**config.mk**
```make
export PLATFORM = sky130hd
export DESIGN_NAME = accel_tilt_leds
export DESIGN_NICKNAME = d
export VERILOG_FILES = /design/src/rtl/accel_tilt_leds.sv
export SDC_FILE = /design/constraint.sdc
export NUM_CORES = 1
export LEC_CHECK = 0
export ABC_AREA = 1
export BUFFER_PORTS_ARGS = -buffer_cell sky130_fd_sc_hd__buf_2
export CAP_MARGIN = 10
export CORE_MARGIN = 3
export CORE_UTILIZATION = 59
export CTS_CLUSTER_SIZE = 16
export DETAILED_ROUTE_END_ITERATION = 8
export GPL_TIMING_DRIVEN = 0
export PLACE_DENSITY = 0.92
export SYNTH_ARGS = -nofsm -noshare
export SYNTH_HDL_FRONTEND = slang
export SYNTH_SLANG_ARGS = --single-unit
```
**constraint.sdc**
```tcl
create_clock -name clk -period 2.75 [get_ports clk]
set_input_delay 0.4125 -clock clk [delete_from_list [all_inputs] [get_ports clk]]
set_output_delay 0.4125 -clock clk [all_outputs]
set_load 0.1 [all_outputs]
```
**src/rtl/accel_tilt_leds.sv**
```systemverilog
// Tilt-to-LED spirit level: boxcar-averages accel_x/accel_y captured every SAMPLE_PERIOD clocks and maps
// the filtered X onto 8 LEDs with hysteresis. Define ACCEL_TILT_BAR_EN for a bar display instead of one-hot.
module accel_tilt_leds #(
   parameter int SAMPLE_PERIOD = 250_000,
   parameter int AVG_LOG2      = 3,
   parameter int SCALE_SHIFT   = 6,
   parameter int HYST_COUNT    = 2
) (
   input  logic               clk,
   input  logic               rst,
   input  logic signed [15:0] accel_x,
   input  logic signed [15:0] accel_y,
   output logic signed [15:0] filt_x,
   output logic signed [15:0] filt_y,
   output logic               filt_valid,
   output logic [2:0]         led_idx,
   output logic [7:0]         led
);

   localparam int PW = (SAMPLE_PERIOD > 1) ? $clog2(SAMPLE_PERIOD) : 1;
   localparam int AW = 16 + AVG_LOG2;
   localparam int CW = AVG_LOG2 + 1;
   localparam int SW = $clog2(HYST_COUNT + 1);
   localparam logic [PW-1:0] PERIOD_LAST = PW'(SAMPLE_PERIOD - 1);
   localparam logic [CW-1:0] NSAMP_LAST  = CW'((1 << AVG_LOG2) - 1);
   localparam logic [SW-1:0] HYST_LIM    = SW'(HYST_COUNT);

   typedef enum logic [1:0] {
      ST_SAMPLE = 2'd0,
      ST_AVG    = 2'd1,
      ST_MAP    = 2'd2
   } state_t;

   state_t               r_state;
   logic [PW-1:0]        r_period;
   logic [CW-1:0]        r_nsamp;
   logic signed [AW-1:0] r_acc_x;
   logic signed [AW-1:0] r_acc_y;
   logic signed [15:0]   r_filt_x;
   logic signed [15:0]   r_filt_y;
   logic                 r_filt_valid;
   logic [2:0]           r_led_idx;
   logic [7:0]           r_led;
   logic [2:0]           r_pend;
   logic [SW-1:0]        r_streak;

   logic                 w_tick;
   logic                 w_capture;
   logic                 w_last;
   logic signed [AW-1:0] w_ext_x;
   logic signed [AW-1:0] w_ext_y;
   logic signed [15:0]   w_q;
   logic [2:0]           w_cand;
   logic [2:0]           w_pend_n;
   logic [SW-1:0]        w_streak_n;
   logic                 w_move;

   // LED image for a bin index; both builds show 8'b0001_0000 for the centre bin 4.
   function automatic logic [7:0] f_led_pattern(input logic [2:0] idx);
      logic [7:0] v;
      v = 8'd0;
`ifdef ACCEL_TILT_BAR_EN
      for (int i = 0; i < 8; i++) begin
         if (idx >= 3'd4) begin
            v[i] = (i >= 4) && (i <= int'(idx));
         end else begin
            v[i] = (i >= int'(idx)) && (i <= 3);
         end
      end
`else
      v = 8'd1 << idx;
`endif
      return v;
   endfunction

   assign w_tick    = (r_period == PERIOD_LAST);
   assign w_capture = w_tick && (r_state != ST_AVG);
   assign w_last    = (r_nsamp == NSAMP_LAST);
   assign w_ext_x   = AW'(accel_x);
   assign w_ext_y   = AW'(accel_y);

   // Free-running capture timebase, independent of the FSM state.
   always_ff @(posedge clk) begin
      if (rst) begin
         r_period <= PW'(0);
      end else if (w_tick) begin
         r_period <= PW'(0);
      end else begin
         r_period <= r_period + PW'(1);
      end
   end

   // Accumulators: a capture landing in ST_MAP starts the next set, so the cadence holds for short periods.
   always_ff @(posedge clk) begin
      if (rst) begin
         r_acc_x <= AW'(0);
         r_acc_y <= AW'(0);
         r_nsamp <= CW'(0);
      end else if (r_state == ST_AVG) begin
         r_acc_x <= AW'(0);
         r_acc_y <= AW'(0);
         r_nsamp <= CW'(0);
      end else if (w_capture) begin
         r_acc_x <= r_acc_x + w_ext_x;
         r_acc_y <= r_acc_y + w_ext_y;
         r_nsamp <= r_nsamp + CW'(1);
      end
   end

   // Candidate bin: floor-shift of filtered X clamped to -4..+3, offset to 0..7.
   always_comb begin
      w_q = r_filt_x >>> SCALE_SHIFT;
      if (w_q > 16'sd3) begin
         w_cand = 3'd7;
      end else if (w_q < -16'sd4) begin
         w_cand = 3'd0;
      end else begin
         w_cand = 3'(w_q + 16'sd4);
      end
   end

   // Hysteresis bookkeeping for the candidate against the displayed bin.
   always_comb begin
      w_pend_n   = r_pend;
      w_streak_n = SW'(0);
      if (w_cand == r_led_idx) begin
         w_pend_n   = r_pend;
         w_streak_n = SW'(0);
      end else if (w_cand == r_pend) begin
         w_pend_n   = r_pend;
         w_streak_n = r_streak + SW'(1);
      end else begin
         w_pend_n   = w_cand;
         w_streak_n = SW'(1);
      end
   end

   assign w_move = (w_cand != r_led_idx) && (w_streak_n >= HYST_LIM);

   // Control FSM with registered filter and LED outputs.
   always_ff @(posedge clk) begin
      if (rst) begin
         r_state      <= ST_SAMPLE;
         r_filt_x     <= 16'sd0;
         r_filt_y     <= 16'sd0;
         r_filt_valid <= 1'b0;
         r_led_idx    <= 3'd4;
         r_led        <= 8'b0001_0000;
         r_pend       <= 3'd0;
         r_streak     <= SW'(0);
      end else begin
         r_filt_valid <= 1'b0;
         case (r_state)
            ST_SAMPLE: begin
               if (w_capture && w_last) begin
                  r_state <= ST_AVG;
               end
            end
            ST_AVG: begin
               r_filt_x     <= 16'(r_acc_x >>> AVG_LOG2);
               r_filt_y     <= 16'(r_acc_y >>> AVG_LOG2);
               r_filt_valid <= 1'b1;
               r_state      <= ST_MAP;
            end
            ST_MAP: begin
               r_pend <= w_pend_n;
               if (w_move) begin
                  r_led_idx <= w_cand;
                  r_led     <= f_led_pattern(w_cand);
                  r_streak  <= SW'(0);
               end else begin
                  r_streak  <= w_streak_n;
               end
               r_state <= (w_capture && w_last) ? ST_AVG : ST_SAMPLE;
            end
            default: begin
               r_state <= ST_SAMPLE;
            end
         endcase
      end
   end

   assign filt_x     = r_filt_x;
   assign filt_y     = r_filt_y;
   assign filt_valid = r_filt_valid;
   assign led_idx    = r_led_idx;
   assign led        = r_led;

endmodule

```
==> summary.md, run 1 <==
| Metric | Value |
|---|---|
| Status | `finished clean` |
| Post-DRT Antenna Nets | `0` |
| Post-DR wirelength/cell | `14.0 microns` |
| Starting DRT DRC Count | `467` |
| Global-route wire length before repair | `26000 microns` |
| I/O Buffers | `77` |
| Antenna Cells | `0` |
| Synthesized flop and latch total | `111` |
| CP arrival | `2.70 ns` |
| Sequential Power Share | `58.5%` |
| Measured slew at the worst slew-check pin | `0.727 ns` |
| Vias in the first global route | `5717` |
| WHS Path Cells | `4` |
| Setup Total Neg Slack | `0 ns` |
| WL final | `15600 microns` |
| Switching Share | `26.6%` |
| Syn avg cell area | `7.03 sq um` |
| Syn nets | `964` |
| Share of synthesized registers carrying an async set or reset | `0%` |
| Core area | `10000 sq um` |
| Post-Synthesis Cells | `890` |
| Maximum vdd drop | `0.362 mV` |
| Final setup violating endpoints | `0` |
| Crit path capture type | `flip-flop` |
| Internal power | `2.02 mW` |
| Final worst-path cycle share | `87.3%` |
| Routability congestion estimate | `0.966` |
| Final core occ | `69.7%` |
| Critical R2R Launch | `r_period[0]` |
| Max FO, Critical Path | `10` |
| Chip width | `109 microns` |
| Post-CTS setup buffer count | `0` |
| Average vias per placed instance | `5.54` |
| Final Hold Fails | `0` |
| Initial Util | `62.3%` |
| NetSw | `0.732 mW` |
| Post-DP HPWL | `11900 microns` |
| Number of gates resized after CTS | `0` |
| Primary FF master, synth | `dfxtp_1` |
| Combinational power share | `6.4%` |
| Register area | `2220 sq um` |
| Max-Slew Margin vs Limit | `51.3%` |
| RSZ-0062 raised after global routing | `no` |
| Total CTS buffers | `9` |
| FF-to-FF path depth | `11` |
| Hold crit path type | `in -> reg` |
| Fillers | `842` |
| Power Density | `393 nW/um^2` |
| Worst R2R Setup Slack | `0.35 ns` |
| Fin nets | `1052` |
| Worst skew pair latency | `0.40 ns` |
| CTS tree | `done` |
| Max Fclk | `417 MHz` |
| Clk pwr share | `35.0%` |
| Ys Warns | `0` |
| WS Path Type | `reg -> reg` |
| Crit. Startpoint | `r_period[0]` |
| DRC viols | `0` |
| Initial antenna violation count | `0` |
| I/O pin cnt | `78` |
| Total GRT Usage | `27.5%` |
| Count of clock tree sinks | `111` |
| CTS root buf | `clkbuf_8` |
| Synth Cell Area | `6260 sq um` |
| Share of cells above drive strength 1 | `12.4%` |
| Area of the multi-input gates | `3500 sq um` |
| Pre-antenna DRT Iters | `5` |
| Die Area | `11900 sq um` |
| Largest net degree at the start of global routing | `21` |
| Max-cap violations | `0` |
| CTS Buffer Depth | `2` |
| Lkg Pwr | `3.30 nW` |
| Htree depth | `3` |
| Overflow after GRT | `0` |
| Sequential area share after synthesis | `35.5%` |
| Critical R2R Capture | `r_acc_x[12]` |
| Fin Hold WS | `0.357 ns` |
| Fin. max-slew vios | `0` |
| Post-layout min period | `2.40 ns` |
| Layout area overhead | `11.9%` |
| Critical path capture point | `r_acc_x[12]` |
| Startpoint types | `flip-flop` |
| Hold buffers post-CTS | `0` |
| Die Height | `109 microns` |
| Clock skew | `0.0106 ns` |
| Yosys cell types | `40` |
| Number of flops mapped to enable cells by yosys | `0` |
| Req. time, crit path | `3.05 ns` |
| Cell Rows | `36` |
| Worst-path clk slew | `0.11 ns` |
| Via count | `6184` |
cell usage after synthesis (5+ instances only):
cell	instances	area [sq um]
nand2_1	181	679
inv_1	114	428
dfxtp_1	111	2220
nor2_1	97	364
a21oi_1	80	400
o21ai_0	72	360
nand3_1	52	260
ha_1	38	475
nor3_1	16	80.1
xor2_1	15	131
a22o_1	13	114
clkbuf_1	13	48.8
nand4_1	13	81.3
xnor2_1	8	70.1
a21o_1	7	52.6
a31oi_1	6	37.5
nand2_2	6	37.5
nor4_1	6	37.5
buf_2	5	25.0
o21bai_1	5	37.5
worst min path at each step:
stage / slack [ns] / end / from
finish: 0.36 / r_acc_y[0] / accel_y[0]
global route: 0.37 / r_acc_y[0] / accel_y[0]
CTS: 0.35 / r_acc_x[0] / accel_x[0]
detailed placement: 0.44 / r_period[0] / r_period[0]
global placement: 0.42 / r_nsamp[2] / r_nsamp[2]
floorplan: 0.41 / r_nsamp[2] / r_nsamp[2]
power by group through the flow:
stage | Sequential, mW | Clock (mW) | Combinational, mW
5_1_grt | 1.61 | 1.03 | 0.199
3_3_place_gp | 1.65 | 0 | 0.170
4_1_cts | 1.61 | 0.978 | 0.174
2_1_floorplan | 1.65 | 0 | 0.112
6_report | 1.61 | 0.965 | 0.177
3_5_place_dp | 1.65 | 0 | 0.173
sequential cells by signal, summed over array words and instances (netlist names), 3 cells and up:
| name | cells |
|---|---|
| filt_x | 16 |
| filt_y | 16 |
| led | 8 |
| led_idx | 3 |
| r_acc_x | 19 |
| r_acc_y | 19 |
| r_nsamp | 4 |
| r_pend | 3 |
| r_period | 18 |
critical path: stages, from the launching register on:
cell and delay (ns):
dfxtp_1 0.37, ha_1 0.17, nand2_1 0.05, inv_1 0.07, nand2_1 0.12, inv_1 0.10
nand3b_1 0.13, nor2_1 0.59, buf_2 0.40, nand2_1 0.08, o21ai_0 0.16, inv_1 0.05
cell usage in the layout (no fill, tap or decap), types with 3 or more instances in the layout:
cell type / n
nand4_1: 13
a21o_1: 7
nor2_1: 97
a22o_1: 13
nor3_1: 16
nand3_1: 52
clkbuf_8: 9
o21ai_0: 72
ha_1: 38
a21oi_1: 80
xor2_1: 15
inv_2: 4
buf_2: 82
dfxtp_1: 111
inv_1: 114
a31oi_1: 6
clkbuf_1: 13
nor4_1: 6
nand2_4: 3
o21bai_1: 5
nand3b_1: 3
xnor2_1: 8
nand2_1: 181
nand2_2: 6
cells by family after synthesis:
family                     synth area share [%]
adders and majority gates                  8.24
AOI/OAI and AO/OA                          17.0
buffers and inverters                      8.50
xor gates and xnor gates                   3.22
and+or+nand+nor                            27.5
DFF                                        35.5
layout make-up:
class,instances,area share (%)
inverter,118,6.33
sequential,111,31.7
tap,133,2.38
buffer,20,1.27
timing repair buffer,77,5.50
multi-input combinational,641,50.0
clock buffer,9,1.77
clock inverter,7,0.965
routing by layer:
layer	vias up	global-route usage [%]	share of wire, %
met5	-	0	0
met4	0	11.3	2.8
met3	50	6.10	8.0
met2	244	46.1	48
met1	2787	34.0	42
li1	3103	-	-
per-stage QoR:
step / power (mW) / area [sq um] / setup slack [ns] / std cells
floorplan: 1.76 / 6260 / 0.284 / 890
global placement: 1.82 / 6810 / 0.382 / 1100
detailed placement: 1.82 / 6810 / 0.356 / 1100
CTS: 2.76 / 7000 / 0.355 / 1116
global route: 2.85 / 7000 / 0.132 / 1116
finish: 2.75 / 7000 / 0.350 / 1116
Power figures use the tool's default switching activity.
==> run 2, diff against run 1 <==
CORE_UTILIZATION = 31   (was 59)
PLACE_DENSITY = 0.59   (was 0.92)
==> run 2 against run 1 <==
  * Worst hold slack better by 0.026 ns
  * Clock power up 32%
  * Non-clock buffer count unchanged
  * First-iteration DRC count down 27%
  * Combinational power about the same
  * Design area up 3.7%
  * Setup slack worse by 0.14 ns
  * Clock skew down 0.0033 ns
  * Utilization down 33 points
==> summary.md, run 2 (synthesis results as in run 1) <==
| Metric | Value |
|---|---|
| Routability congestion estimate | `0.868 (was 0.966)` |
| Via count | `5905 (was 6184)` |
| Final core occ | `36.9% (was 69.7%)` |
| Lkg Pwr | `3.35 nW (was 3.30 nW)` |
| Pre-antenna DRT Iters | `4 (was 5)` |
| Max Fclk | `393 MHz (was 417 MHz)` |
| Req. time, crit path | `3.00 ns (was 3.05 ns)` |
| RSZ-0062 raised after global routing | `no (unchanged)` |
| Max-cap violations | `0 (unchanged)` |
| Post-layout min period | `2.55 ns (was 2.40 ns)` |
| Measured slew at the worst slew-check pin | `0.943 ns (was 0.727 ns)` |
| Max-Slew Margin vs Limit | `36.9% (was 51.3%)` |
| Die Area | `21900 sq um (was 11900 sq um)` |
| Initial Util | `31.8% (was 62.3%)` |
| Combinational power share | `5.8% (was 6.4%)` |
| Die Height | `148 microns (was 109 microns)` |
| WS Path Type | `reg -> reg (unchanged)` |
| Power Density | `422 nW/um^2 (was 393 nW/um^2)` |
| Post-DP HPWL | `13000 microns (was 11900 microns)` |
| Sequential Power Share | `52.6% (was 58.5%)` |
| Clock skew | `0.00729 ns (was 0.0106 ns)` |
| CTS root buf | `clkbuf_16 (was clkbuf_8)` |
| Fin nets | `1052 (unchanged)` |
| Post-CTS setup buffer count | `0 (unchanged)` |
| Total GRT Usage | `15.6% (was 27.5%)` |
| Cell Rows | `51 (was 36)` |
| Global-route wire length before repair | `27600 microns (was 26000 microns)` |
| Final Hold Fails | `0 (unchanged)` |
| Register area | `2220 sq um (unchanged)` |
| Fin worst setup slack | `0.205 ns (was 0.350 ns)` |
| WL final | `17000 microns (was 15600 microns)` |
| Fillers | `2181 (was 842)` |
| Commonest cells after routing, fill and taps aside | `nand2_1, inv_1, dfxtp_1 (unchanged)` |
| Worst-path clk slew | `0.08 ns (was 0.11 ns)` |
| Status | `finished clean (unchanged)` |
| Final worst-path cycle share | `92.6% (was 87.3%)` |
| Most common cell after layout, fill and taps aside | `nand2_1 (unchanged)` |
| Average vias per placed instance | `4.73 (was 5.54)` |
| Post-DR wirelength/cell | `13.6 microns (was 14.0 microns)` |
| Count of clock tree sinks | `111 (unchanged)` |
| Starting DRT DRC Count | `339 (was 467)` |
| Layout area overhead | `16.0% (was 11.9%)` |
| Number of gates resized after CTS | `0 (unchanged)` |
| CTS Buffer Depth | `2 (unchanged)` |
| Largest net degree at the start of global routing | `19 (was 21)` |
| Maximum vdd drop | `0.281 mV (was 0.362 mV)` |
| Fin. max-slew vios | `0 (unchanged)` |
| CP arrival | `2.80 ns (was 2.70 ns)` |
| Worst path slowest cell | `nor2_1 (unchanged)` |
| I/O pin cnt | `78 (unchanged)` |
| Htree depth | `3 (unchanged)` |
| DRC viols | `0 (unchanged)` |
| Largest regs | `r_acc_x x19, r_acc_y x19, r_period x18 (unchanged)` |
| Switching Share | `24.3% (was 26.6%)` |
| Max FO, Critical Path | `10 (unchanged)` |
| I/O Buffers | `77 (unchanged)` |
| Core area | `19700 sq um (was 10000 sq um)` |
| Fin Hold WS | `0.383 ns (was 0.357 ns)` |
| Hold buffers post-CTS | `0 (unchanged)` |
| Startpoint types | `flip-flop (unchanged)` |
| Max incr delay on CP | `0.66 ns (was 0.59 ns)` |
| Worst skew pair latency | `0.36 ns (was 0.40 ns)` |
| Vias in the first global route | `5542 (was 5717)` |
| Setup Total Neg Slack | `0 ns (unchanged)` |
| Internal power | `2.32 mW (was 2.02 mW)` |
| Clk pwr share | `41.5% (was 35.0%)` |
| Crit path capture type | `flip-flop (unchanged)` |
| Cell Area, Placed | `6970 sq um (was 6810 sq um)` |
| CP Buf/Inv Count | `4 (unchanged)` |
| NetSw | `0.745 mW (was 0.732 mW)` |
| Antenna Cells | `0 (unchanged)` |
| CTS tree | `done (unchanged)` |
| Pre-CTS setup slack | `0.296 ns (was 0.356 ns)` |
| Post-route cell area | `7260 sq um (was 7000 sq um)` |
| Final setup violating endpoints | `0 (unchanged)` |
| Overflow after GRT | `0 (unchanged)` |
| Worst path top cell family by delay | `simple AND/OR/NAND/NOR gates (unchanged)` |
| Area of the multi-input gates | `3500 sq um (unchanged)` |
| Crit path cell chain | `ha_1 -> nand2_1 -> inv_1 -> nand2_1 -> inv_1 -> nand3b_1 -> nor2_1 -> buf_2 -> nand2_1 -> o21ai_0 -> inv_1 (unchanged)` |
| Total CTS buffers | `9 (unchanged)` |
| Hold crit path type | `in -> reg (unchanged)` |
| Post-DRT Antenna Nets | `0 (unchanged)` |
| Chip width | `148 microns (was 109 microns)` |
| Share of cells above drive strength 1 | `12.4% (unchanged)` |
| Initial antenna violation count | `0 (unchanged)` |
-- run 2: worst paths after layout --
path,slack (ns),depth (start not counted),to,start
setup / recovery,0.20,11,r_acc_x[12],r_period[0]
hold / removal,0.38,4,r_acc_x[0],accel_x[0]
setup reg to reg,0.20,11,r_acc_x[12],r_period[0]
hold reg to reg,0.44,1,r_nsamp[2],r_nsamp[2]
-- run 2: area by class of cell --
cell class | instances | share of cell area [%]
plain buffers | 20 | 1.22
clock buffers | 10 | 3.29
clock inverters | 6 | 0.603
inverters | 118 | 6.10
multi-input cells | 641 | 48.3
flip-flops and latches | 111 | 30.6
well taps | 265 | 4.57
repair buffers | 77 | 5.31
-- run 2: per-stage QoR --
stage / std cells / total power [mW]
2_1_floorplan: 890 / 1.76
6_report: 1248 / 3.06
3_3_place_gp: 1232 / 1.83
4_1_cts: 1248 / 3.11
5_1_grt: 1248 / 3.20
3_5_place_dp: 1232 / 1.83
-- run 2: worst min-delay path, delay by kind of cell --
kind / cells / cell delay (ns)
buffers and inverters: 1 / 0.08
adder cells (fa/ha/maj): 1 / 0.12
AND/OR/NAND/NOR: 2 / 0.10
-- run 2: power groups by stage --
stage / Combinational, mW / Clock [mW] / Sequential [mW]
after floorplan: 0.112 / 0 / 1.65
after global placement: 0.179 / 0 / 1.65
after detailed placement: 0.179 / 0 / 1.65
after CTS: 0.180 / 1.32 / 1.61
after global routing: 0.202 / 1.38 / 1.61
final: 0.179 / 1.27 / 1.61
-- run 2: layer usage --
metal  track usage, %  routed length [microns]  share of wire, %
met5                0                        0                 0
met4             3.05                      199               1.2
met3             3.60                      831               4.9
met2             25.5                     7660                45
met1             21.3                     8270                49
==> run 3, diff against run 2 <==
PLACE_DENSITY = 0.61   (was 0.59)
SETUP_SLACK_MARGIN = 0.3   (was default)
clock period = 2.15 ns   (was 2.75 ns; I/O delays follow)
==> run 3 against run 2 <==
  * Critical endpoint is now r_acc_y[12]
  * Clock skew grew 0.0070 ns
  * Register-to-register slack gained 0.08 ns
  * Highest routed layer unchanged
  * Non-clock buffer count grew 40
  * Final cell count grew 3.2%
  * Maximum frequency grew 37%
  * Design area grew 15%
  * Clock-buffer cell count grew 1
  * First-iteration DRC count grew 7.7%
  * Sequential cell count is the same
  * Setup slack gained 0.083 ns
  * Clock power grew 27%
==> summary.md, run 3 (synthesis results as in run 1) <==
| Metric | Value |
|---|---|
| Share of cells above drive strength 1 | `30.1% (was 12.4%)` |
| I/O pin cnt | `78 (unchanged)` |
| CP arrival | `2.13 ns (was 2.80 ns)` |
| Largest regs | `r_acc_x x19, r_acc_y x19, r_period x18 (unchanged)` |
| Commonest cells after routing, fill and taps aside | `nand2_1, inv_1, dfxtp_1 (unchanged)` |
| Critical R2R Launch | `r_acc_y[0] (was r_period[0])` |
| DRC viols | `0 (unchanged)` |
| Cell Rows | `51 (unchanged)` |
| I/O Buffers | `77 (unchanged)` |
| Pwr Total | `3.95 mW (was 3.06 mW)` |
| Post-DP HPWL | `13100 microns (was 13000 microns)` |
| Fin nets | `1092 (was 1052)` |
| WL final | `18300 microns (was 17000 microns)` |
| Average vias per placed instance | `4.84 (was 4.73)` |
| Via count | `6232 (was 5905)` |
| Hold buffers post-CTS | `0 (unchanged)` |
| Final worst-path cycle share | `86.6% (was 92.6%)` |
| Starting DRT DRC Count | `365 (was 339)` |
| WHS Path Cells | `4 (unchanged)` |
| Final setup violating endpoints | `0 (unchanged)` |
| Worst path top cell family by delay | `adder cells (was simple AND/OR/NAND/NOR gates)` |
| Final core occ | `42.4% (was 36.9%)` |
| RSZ-0062 raised after global routing | `yes (was no)` |
| Crit path cell chain | `ha_4 -> inv_4 -> fa_2 -> inv_2 -> nand3_2 -> nor2_2 -> nor2_2 -> o21bai_4 -> nand2_1 -> nand2_1 -> nor2_1 -> o21ai_1 -> inv_1 (was ha_1 -> nand2_1 -> inv_1 -> nand2_1 -> inv_1 -> nand3b_1 -> nor2_1 -> buf_2 -> nand2_1 -> o21ai_0 -> inv_1)` |
| Htree depth | `3 (unchanged)` |
| Setup Total Neg Slack | `0 ns (unchanged)` |
| Status | `finished clean (unchanged)` |
| WS Path Type | `reg -> reg (unchanged)` |
| Overflow after GRT | `0 (unchanged)` |
| Worst Min Path Start | `accel_x[0] (unchanged)` |
| Clock skew | `0.0143 ns (was 0.00729 ns)` |
| Crit path capture type | `flip-flop (unchanged)` |
| CP Buf/Inv Count | `3 (was 4)` |
| CTS tree | `done (unchanged)` |
| Routability congestion estimate | `0.904 (was 0.868)` |
| Core area | `19700 sq um (unchanged)` |
| Largest net degree at the start of global routing | `20 (was 19)` |
| Max-Slew Margin vs Limit | `60.9% (was 36.9%)` |
| Fin. max-slew vios | `0 (unchanged)` |
| Post-layout min period | `1.86 ns (was 2.55 ns)` |
| Critical R2R Capture | `r_acc_y[12] (was r_acc_x[12])` |
| Worst min-delay path endpoint | `r_acc_x[0] (unchanged)` |
| Max FO, Critical Path | `3 (was 10)` |
| Total GRT Usage | `16.2% (was 15.6%)` |
| Max Fclk | `537 MHz (was 393 MHz)` |
| Total CTS buffers | `9 (unchanged)` |
| Maximum vdd drop | `0.441 mV (was 0.281 mV)` |
| Cell Area, Placed | `7050 sq um (was 6970 sq um)` |
| Req. time, crit path | `2.41 ns (was 3.00 ns)` |
| Initial Util | `31.8% (unchanged)` |
| Post-DRT Antenna Nets | `0 (unchanged)` |
| Hold crit path type | `in -> reg (unchanged)` |
| Lkg Pwr | `3.69 nW (was 3.35 nW)` |
| CTS root buf | `clkbuf_16 (unchanged)` |
| Worst-path clk slew | `0.08 ns (about the same)` |
| Die Height | `148 microns (unchanged)` |
| Worst skew pair latency | `0.37 ns (was 0.36 ns)` |
| Layout area overhead | `33.3% (was 16.0%)` |
| Chip width | `148 microns (unchanged)` |
| Final Hold Fails | `0 (unchanged)` |
| Power Density | `473 nW/um^2 (was 422 nW/um^2)` |
| Worst R2R Setup Slack | `0.29 ns (was 0.20 ns)` |
| Vias in the first global route | `5892 (was 5542)` |
| Initial antenna violation count | `0 (unchanged)` |
| FF-to-FF path depth | `13 (was 11)` |
| Most common cell after layout, fill and taps aside | `nand2_1 (unchanged)` |
| Antenna Cells | `0 (unchanged)` |
| Startpoint types | `flip-flop (unchanged)` |
| Post-DR wirelength/cell | `14.2 microns (was 13.6 microns)` |
| Max-cap violations | `0 (unchanged)` |
| Post-route cell area | `8340 sq um (was 7260 sq um)` |
| Global-route wire length before repair | `28600 microns (was 27600 microns)` |
| CTS Buffer Depth | `2 (unchanged)` |
| Worst path slowest cell | `dfxtp_2 (was nor2_1)` |
| Die Area | `21900 sq um (unchanged)` |
| Measured slew at the worst slew-check pin | `0.587 ns (was 0.943 ns)` |
| Pre-antenna DRT Iters | `5 (was 4)` |
| Max incr delay on CP | `0.35 ns (was 0.66 ns)` |
| Count of clock tree sinks | `111 (unchanged)` |
[run 3: cell count changes in the layout (fill, tap and decap cells not counted), moves of 18 or more]
cell / change
dfxtp_1: -26
buf_4: +34
o21ai_0: -18
nor2_1: -20
dfxtp_2: +18
nand3_1: -18
[run 3: worst max path at each step]
stage,from,endpoint,slack [ns],cells after the start
after floorplan,filt_x[15],led[4],0.28,11
after CTS,r_acc_y[0],r_acc_y[18],0.27,13
after global placement,r_period[0],r_acc_x[12],-0.29,11
after global routing,r_acc_y[0],r_acc_y[12],0.18,13
after detailed placement,r_period[0],r_acc_x[12],-0.31,11
final,r_acc_y[0],r_acc_y[12],0.29,13
[run 3: where the power goes]
| group | leakage [nW] | total, mW | switching [mW] | internal, mW |
|---|---|---|---|---|
| registers | 0.909 | 2.05 | 0.00478 | 2.05 |
| clock network | 0.135 | 1.61 | 0.812 | 0.801 |
| logic | 2.65 | 0.280 | 0.175 | 0.105 |
| total | 3.69 | 3.95 | 0.992 | 2.96 |
[run 3: per-stage QoR]
step                std cells  worst slack [ns]  hold WS, ns
CTS                      1270             0.270        0.302
detailed placement       1232            -0.311        0.431
global route             1288             0.176        0.314
floorplan                 890             0.282        0.412
global placement         1232            -0.291        0.427
finish                   1288             0.288        0.317
[run 3: what timing repair did]
item                                    in CTS  in global routing
gates resized for setup                     60                137
buffers inserted                            21                 17
cloned                                       1                  1
pin swaps                                   23                 36
endpoints found under the setup margin      89                 86
[run 3: area by class of cell]
class	count	area, sq um
fill	2053	11300
multi-input combinational	641	4140
sequential	111	2270
timing repair buffer	117	726
inverter	118	457
tap	265	332
clock buffer	11	233
buffer	20	145
clock inverter	5	40.0
[run 3: layer usage]
| metal | routed length (microns) | GRT usage, % |
|---|---|---|
| met2 | 8710 | 27.4 |
| met1 | 8470 | 21.1 |
| met4 | 216 | 3.09 |
| met3 | 908 | 3.84 |
| met5 | 0 | 0 |
[run 3: worst reg2reg max path, delay by kind of cell, from the launching register on]
family | cells | cell delay (ns)
flops | 1 | 0.35
fa+ha+maj | 2 | 0.50
compound gates | 2 | 0.28
simple gates | 6 | 0.46
buf+inv | 3 | 0.18
